### src/rtl/fft_peak_pick.sv
// Per-frame peak picker for the FFT output stream: reports the positive-frequency bin with the largest |re|+|im|.
// Optional FFT_PEAK_RANGE_EN adds search_lo/search_hi ports that narrow the candidate window per frame.
module fft_peak_pick #(
  parameter int FFT_N = 1024,
  parameter int BIN_W = 16
) (
  input  logic                    aclk,
  input  logic                    rst_n,
  input  logic signed [31:0]      fft_re,
  input  logic signed [31:0]      fft_im,
  input  logic                    fft_en,
  input  logic                    fft_last,
`ifdef FFT_PEAK_RANGE_EN
  input  logic [BIN_W-1:0]        search_lo,
  input  logic [BIN_W-1:0]        search_hi,
`endif
  output logic                    peak_valid,
  output logic [BIN_W-1:0]        peak_bin,
  output logic signed [31:0]      peak_re,
  output logic signed [31:0]      peak_im,
  output logic [32:0]             peak_mag,
  output logic                    frame_err,
  output logic [15:0]             frame_cnt
);

  localparam logic [BIN_W-1:0] LAST_BIN = BIN_W'(FFT_N - 1);
  localparam logic [BIN_W-1:0] HALF_BIN = BIN_W'(FFT_N / 2);
  localparam logic [BIN_W-1:0] ZERO_BIN = '0;

  logic [BIN_W-1:0] bin_cnt_q, bin_cnt_d;
  logic             at_last, frame_end;
  logic [31:0]      re_u, im_u, abs_re, abs_im;
  logic [32:0]      mag;
  logic             in_win, empty_win;

  logic               s1_valid_q, s1_cand_q, s1_end_q, s1_err_q;
  logic [32:0]        s1_mag_q;
  logic signed [31:0] s1_re_q, s1_im_q;
  logic [BIN_W-1:0]   s1_bin_q;

  logic               max_valid_q, max_valid_d;
  logic [32:0]        max_mag_q, max_mag_d;
  logic signed [31:0] max_re_q, max_re_d, max_im_q, max_im_d;
  logic [BIN_W-1:0]   max_bin_q, max_bin_d;

  logic               take, cur_valid;
  logic [32:0]        cur_mag;
  logic signed [31:0] cur_re, cur_im;
  logic [BIN_W-1:0]   cur_bin;

  logic               pk_valid_q, pk_valid_d, pk_err_q, pk_err_d;
  logic [BIN_W-1:0]   pk_bin_q, pk_bin_d;
  logic signed [31:0] pk_re_q, pk_re_d, pk_im_q, pk_im_d;
  logic [32:0]        pk_mag_q, pk_mag_d;
  logic [15:0]        frame_cnt_q, frame_cnt_d;

  // Bin counter and frame-end detection
  always_comb begin
    at_last   = (bin_cnt_q == LAST_BIN);
    frame_end = fft_last | at_last;
    bin_cnt_d = bin_cnt_q;
    if (fft_en) bin_cnt_d = frame_end ? ZERO_BIN : bin_cnt_q + 1'b1;
  end

  // |-2^31| must come out as 2^31, so negate in the unsigned domain
  always_comb begin
    re_u   = fft_re;
    im_u   = fft_im;
    abs_re = re_u[31] ? (~re_u + 32'd1) : re_u;
    abs_im = im_u[31] ? (~im_u + 32'd1) : im_u;
    mag    = {1'b0, abs_re} + {1'b0, abs_im};
  end

`ifdef FFT_PEAK_RANGE_EN
  logic [BIN_W-1:0] lo_q, hi_q, lim_lo, lim_hi;

  // Limits are captured on bin 0; bin 0 itself sees the live inputs
  always_comb begin
    lim_lo    = (bin_cnt_q == ZERO_BIN) ? search_lo : lo_q;
    lim_hi    = (bin_cnt_q == ZERO_BIN) ? search_hi : hi_q;
    empty_win = (lim_lo > lim_hi);
    in_win    = (bin_cnt_q != ZERO_BIN) && (bin_cnt_q < HALF_BIN) &&
                (bin_cnt_q >= lim_lo) && (bin_cnt_q <= lim_hi);
  end

  always_ff @(posedge aclk or negedge rst_n) begin
    if (!rst_n) begin
      lo_q <= '0;
      hi_q <= '0;
    end else if (fft_en && (bin_cnt_q == ZERO_BIN)) begin
      lo_q <= search_lo;
      hi_q <= search_hi;
    end
  end
`else
  always_comb begin
    empty_win = 1'b0;
    in_win    = (bin_cnt_q != ZERO_BIN) && (bin_cnt_q < HALF_BIN);
  end
`endif

  always_ff @(posedge aclk or negedge rst_n) begin
    if (!rst_n) begin
      bin_cnt_q  <= '0;
      s1_valid_q <= 1'b0;
      s1_cand_q  <= 1'b0;
      s1_end_q   <= 1'b0;
      s1_err_q   <= 1'b0;
      s1_mag_q   <= '0;
      s1_re_q    <= '0;
      s1_im_q    <= '0;
      s1_bin_q   <= '0;
    end else begin
      bin_cnt_q  <= bin_cnt_d;
      s1_valid_q <= fft_en;
      if (fft_en) begin
        s1_cand_q <= in_win;
        s1_end_q  <= frame_end;
        s1_err_q  <= (fft_last ^ at_last) | empty_win;
        s1_mag_q  <= mag;
        s1_re_q   <= fft_re;
        s1_im_q   <= fft_im;
        s1_bin_q  <= bin_cnt_q;
      end
    end
  end

  // Compare stage: the frame-end beat folds its own candidate into the result
  // and clears the running max in the same cycle, so a back-to-back frame starts clean.
  always_comb begin
    take      = s1_valid_q && s1_cand_q && (!max_valid_q || (s1_mag_q > max_mag_q));
    cur_valid = max_valid_q | (s1_valid_q & s1_cand_q);
    cur_mag   = take ? s1_mag_q : max_mag_q;
    cur_re    = take ? s1_re_q  : max_re_q;
    cur_im    = take ? s1_im_q  : max_im_q;
    cur_bin   = take ? s1_bin_q : max_bin_q;

    max_valid_d = max_valid_q;
    max_mag_d   = max_mag_q;
    max_re_d    = max_re_q;
    max_im_d    = max_im_q;
    max_bin_d   = max_bin_q;
    pk_valid_d  = 1'b0;
    pk_err_d    = pk_err_q;
    pk_bin_d    = pk_bin_q;
    pk_re_d     = pk_re_q;
    pk_im_d     = pk_im_q;
    pk_mag_d    = pk_mag_q;
    frame_cnt_d = frame_cnt_q;

    if (s1_valid_q && s1_end_q) begin
      max_valid_d = 1'b0;
      max_mag_d   = '0;
      max_re_d    = '0;
      max_im_d    = '0;
      max_bin_d   = '0;
      pk_valid_d  = 1'b1;
      pk_err_d    = s1_err_q;
      pk_bin_d    = cur_valid ? cur_bin : ZERO_BIN;
      pk_re_d     = cur_valid ? cur_re  : 32'sd0;
      pk_im_d     = cur_valid ? cur_im  : 32'sd0;
      pk_mag_d    = cur_valid ? cur_mag : 33'd0;
      frame_cnt_d = frame_cnt_q + 16'd1;
    end else if (take) begin
      max_valid_d = 1'b1;
      max_mag_d   = s1_mag_q;
      max_re_d    = s1_re_q;
      max_im_d    = s1_im_q;
      max_bin_d   = s1_bin_q;
    end
  end

  always_ff @(posedge aclk or negedge rst_n) begin
    if (!rst_n) begin
      max_valid_q <= 1'b0;
      max_mag_q   <= '0;
      max_re_q    <= '0;
      max_im_q    <= '0;
      max_bin_q   <= '0;
      pk_valid_q  <= 1'b0;
      pk_err_q    <= 1'b0;
      pk_bin_q    <= '0;
      pk_re_q     <= '0;
      pk_im_q     <= '0;
      pk_mag_q    <= '0;
      frame_cnt_q <= '0;
    end else begin
      max_valid_q <= max_valid_d;
      max_mag_q   <= max_mag_d;
      max_re_q    <= max_re_d;
      max_im_q    <= max_im_d;
      max_bin_q   <= max_bin_d;
      pk_valid_q  <= pk_valid_d;
      pk_err_q    <= pk_err_d;
      pk_bin_q    <= pk_bin_d;
      pk_re_q     <= pk_re_d;
      pk_im_q     <= pk_im_d;
      pk_mag_q    <= pk_mag_d;
      frame_cnt_q <= frame_cnt_d;
    end
  end

  assign peak_valid = pk_valid_q;
  assign peak_bin   = pk_bin_q;
  assign peak_re    = pk_re_q;
  assign peak_im    = pk_im_q;
  assign peak_mag   = pk_mag_q;
  assign frame_err  = pk_err_q;
  assign frame_cnt  = frame_cnt_q;

endmodule
### config.mk
export PLATFORM = sky130hd
export DESIGN_NAME = fft_peak_pick
export DESIGN_NICKNAME = d
export VERILOG_FILES = /design/src/rtl/fft_peak_pick.sv
export SDC_FILE = /design/constraint.sdc
export NUM_CORES = 1
export LEC_CHECK = 0
export CORE_MARGIN = 2
export CORE_UTILIZATION = 30
export CTS_BUF_LIST = sky130_fd_sc_hd__clkbuf_4 sky130_fd_sc_hd__clkbuf_8
export CTS_CLUSTER_SIZE = 28
export DETAILED_ROUTE_END_ITERATION = 6
export RECOVER_POWER = 25
export SYNTH_ARGS = -nofsm -noshare
export SYNTH_HDL_FRONTEND = slang
export SYNTH_SLANG_ARGS = --single-unit
### constraint.sdc
create_clock -name aclk -period 3.8 [get_ports aclk]
set_clock_uncertainty 0.1 [all_clocks]
set_input_delay 0.38 -clock aclk [delete_from_list [all_inputs] [get_ports aclk]]
set_output_delay 0.38 -clock aclk [all_outputs]
set_load 0.05 [all_outputs]
==> impl_metrics.yaml <==
timing:
  final_max_slew_viol_count: 78
  fin_crit_ns: 3.783
  rsz0062_at_grt: "true"
  max_slew_margin: -0.3768
  tns_ns: 0
  period_share: 0.9956
  tightest_slew_ns: 2.065
  whs_ns: 0.03846
  setup_viol: 0
  fmax_mhz: 264.3
  worst_slack_ns: 0.01667
  hold_viol_final: 0
drt:
  first_pass_iters: 5
  wire_per_inst_um: 17.67
  drt_iter0_drc: 662
  vias: 13770
  detail_route.wirelength_um: 50520
  drc: 0
  final_antenna_net_count: 0
  vias_per_cell: 4.816
layout:
  fin_util: 0.4070
  finalNonFillerCells: 2859
  final_nets: 2185
  drive_above_1_share: 0.2345
  syn_to_final_growth_pct: 33.91
  fin_area_sq_um: 24070
clock_tree:
  h-tree-depth: 3
  cts_tree: "done"
  clkTransAtPathRegs_ns: 0.06
  clock_latency_ns: 0.63
  clock_path_buffers: 3
  root_buffer: "clkbuf_8"
  cts_sinks: 378
  cts_buffers: 69
placement:
  dp_hpwl_um: 36120
  gp_congestion: 0.8618
  dp.cells: 2737
  pre_cts_ws_ns: -1.107
  postPlaceCellArea_sq_um: 22090
  io_buffers: 198
die:
  ios: 199
  num_rows: 89
  initial_utilization: 0.3040
  die_area_sq_um: 61890
  die_y_um: 248.8
  die_x_um: 248.8
  core_area_sq_um: 59130
run_status:
  failed_checks: "max-capacitance violations, max-slew violations"
  status: "finished, violations left"
yosys:
  synth.top_cell.area_share: 0.5263
  syn_area_per_cell_sq_um: 10.74
  synth_commonest_cells: "dfrtp_1 (378), nand2_1 (184), o21ai_0 (169)"
  ys_types: 59
  yosysSeqAreaShare: 0.5263
  synth_edf_count: 0
  synth_top_area_cell: "dfrtp_1"
  syn-num-nets: 1813
  synth_seq_cells: 378
  yosys-top-cells-area: "dfrtp_1 (53%), mux2i_1 (6.3%), mux2_2 (6.3%)"
  ys.flop_type: "dfrtp_1"
  yosysMostFrequentCell: "dfrtp_1"
  ys_async_sr_fraction: 1.000
  yosys_warnings: 0
  netlist_instances: 1673
  netlist_area_sq_um: 17970
critical_path:
  path_class: "input port to flip-flop"
  endpoint_kind: "flip-flop"
  crit_required_ns: 4.20
  cp.arrival_ns: 4.18
  critical_path.max_fanout: 3
  reg2regPathDepth: 9
  start_kind: "input port"
power_and_ir_drop:
  switchingPower_mw: 4.928
  combPwrFrac: 0.333
  p_per_area_nw_per_um2: 579.2
  power_mw: 13.94
  power_frac_clock: 0.290
  switching_share: 0.3535
  p_leak_nw: 11.23
  power_frac_seq: 0.377
  p_int_mw: 9.012
  irDropWorstVdd_v: 0.0003307
grt:
  antenna_found_initial: 6
  grt_pass1_wl_um: 80940
  grt-ovfl-total: 0
  grt_pass1_vias: 14210
  grt_max_degree: 117
  track_usage: 0.1642
hold_path:
  min_path_cells: 3
  worstHoldPathType: "input port to flip-flop"
run:
  maxCapViolCount: 1
[state kept, by name, indices dropped and copies added (netlist names), 32 cells and up]
signal,count
peak_re,32
max_mag_q,33
peak_mag,33
max_re_q,32
peak_im,32
s1_mag_q,33
s1_im_q,32
max_im_q,32
s1_re_q,32
[placed cells by master (no fill, tap or decap), types with 9 or more instances in the layout]
cell	n
a21o_1	15
a21oi_1	45
buf_4	164
clkbuf_2	9
clkbuf_4	19
clkbuf_8	86
clkdlybuf4s50_1	178
dfrtp_1	378
ha_1	66
inv_1	51
mux2_2	98
mux2i_1	114
nand2_1	179
nand3_1	20
nand4_1	17
nor2_1	143
nor2b_1	9
nor3_1	11
o21a_1	11
o21ai_0	152
o31ai_1	10
or3_1	12
or3_4	9
xnor2_1	75
xor2_1	17
[power by group through the flow]
stage	Combinational, mW	Clock [mW]	Sequential, mW
after floorplan	1.94	0	6.13
after global placement	4.51	0	5.29
after detailed placement	4.57	0	5.33
after CTS	4.61	4.19	5.26
after global routing	5.04	4.36	5.36
final	4.64	4.05	5.26
[critical path, stage by stage]
cell	delay (ns)
dlygate4sd2_1	0.26
or4_4	0.52
or3_4	0.39
or3_4	0.41
buf_4	0.16
o21ai_2	0.13
xnor2_1	0.08
ha_1	0.30
nand2_1	0.07
or4_1	0.48
a21oi_2	0.19
o221ai_2	0.13
and2_4	0.18
o2111a_1	0.24
a221o_1	0.25
[layer usage]
metal | GRT usage | vias to the layer above | wire, um
met5 | 0 | - | 62
met2 | 0.2627 | 260 | 23580
met1 | 0.2194 | 6835 | 23210
met4 | 0.05472 | 10 | 1241
li1 | - | 6579 | -
met3 | 0.03772 | 84 | 2414
[cells by family (layout without fill, tap and decap cells)]
kind of cell | after synthesis | count (layout) | synth area share
multiplexers | 215 | 215 | 0.1268
other | 0 | 1 | 0
XOR/XNOR | 104 | 104 | 0.05068
AND/OR/NAND/NOR | 462 | 462 | 0.1158
AO/OA/AOI/OAI | 312 | 312 | 0.1028
buffers and inverters | 130 | 542 | 0.02722
flip-flops | 378 | 378 | 0.5263
adder cells (fa/ha/maj) | 72 | 72 | 0.05054
[area by class of cell]
class                   instances  area, sq um
fillers                      5634        35060
flip-flops and latches        378         9459
multi-input cells            1165         8652
repair buffers                376         3343
clock buffers                 104         1319
well taps                     773        967.2
inverters                      55        210.2
clock inverters                 7        115.1
diodes                          1        2.502
[worst paths after layout]
check | slack, ns | endpoint | from
setup / recovery | 0.02 | s1_mag_q[27] | fft_re[3]
max in group asynchronous | 0.57 | max_re_q[18] | rst_n
min in group asynchronous | 0.74 | frame_cnt[14] | rst_n
hold reg to reg | 0.37 | frame_cnt[15] | frame_cnt[15]
hold / removal | 0.04 | s1_im_q[14] | fft_im[14]
setup reg to reg | 0.46 | peak_re[0] | s1_mag_q[30]
[what timing repair did]
action                     CTS  global route
hold buffers                 3             0
hold endpoints to repair    74             0
gates resized for setup     67            73
setup buffers                4             3
setup endpoints to repair   18            13
pin swaps                   24            48
Note: power is estimated with default switching activity, not from simulation.
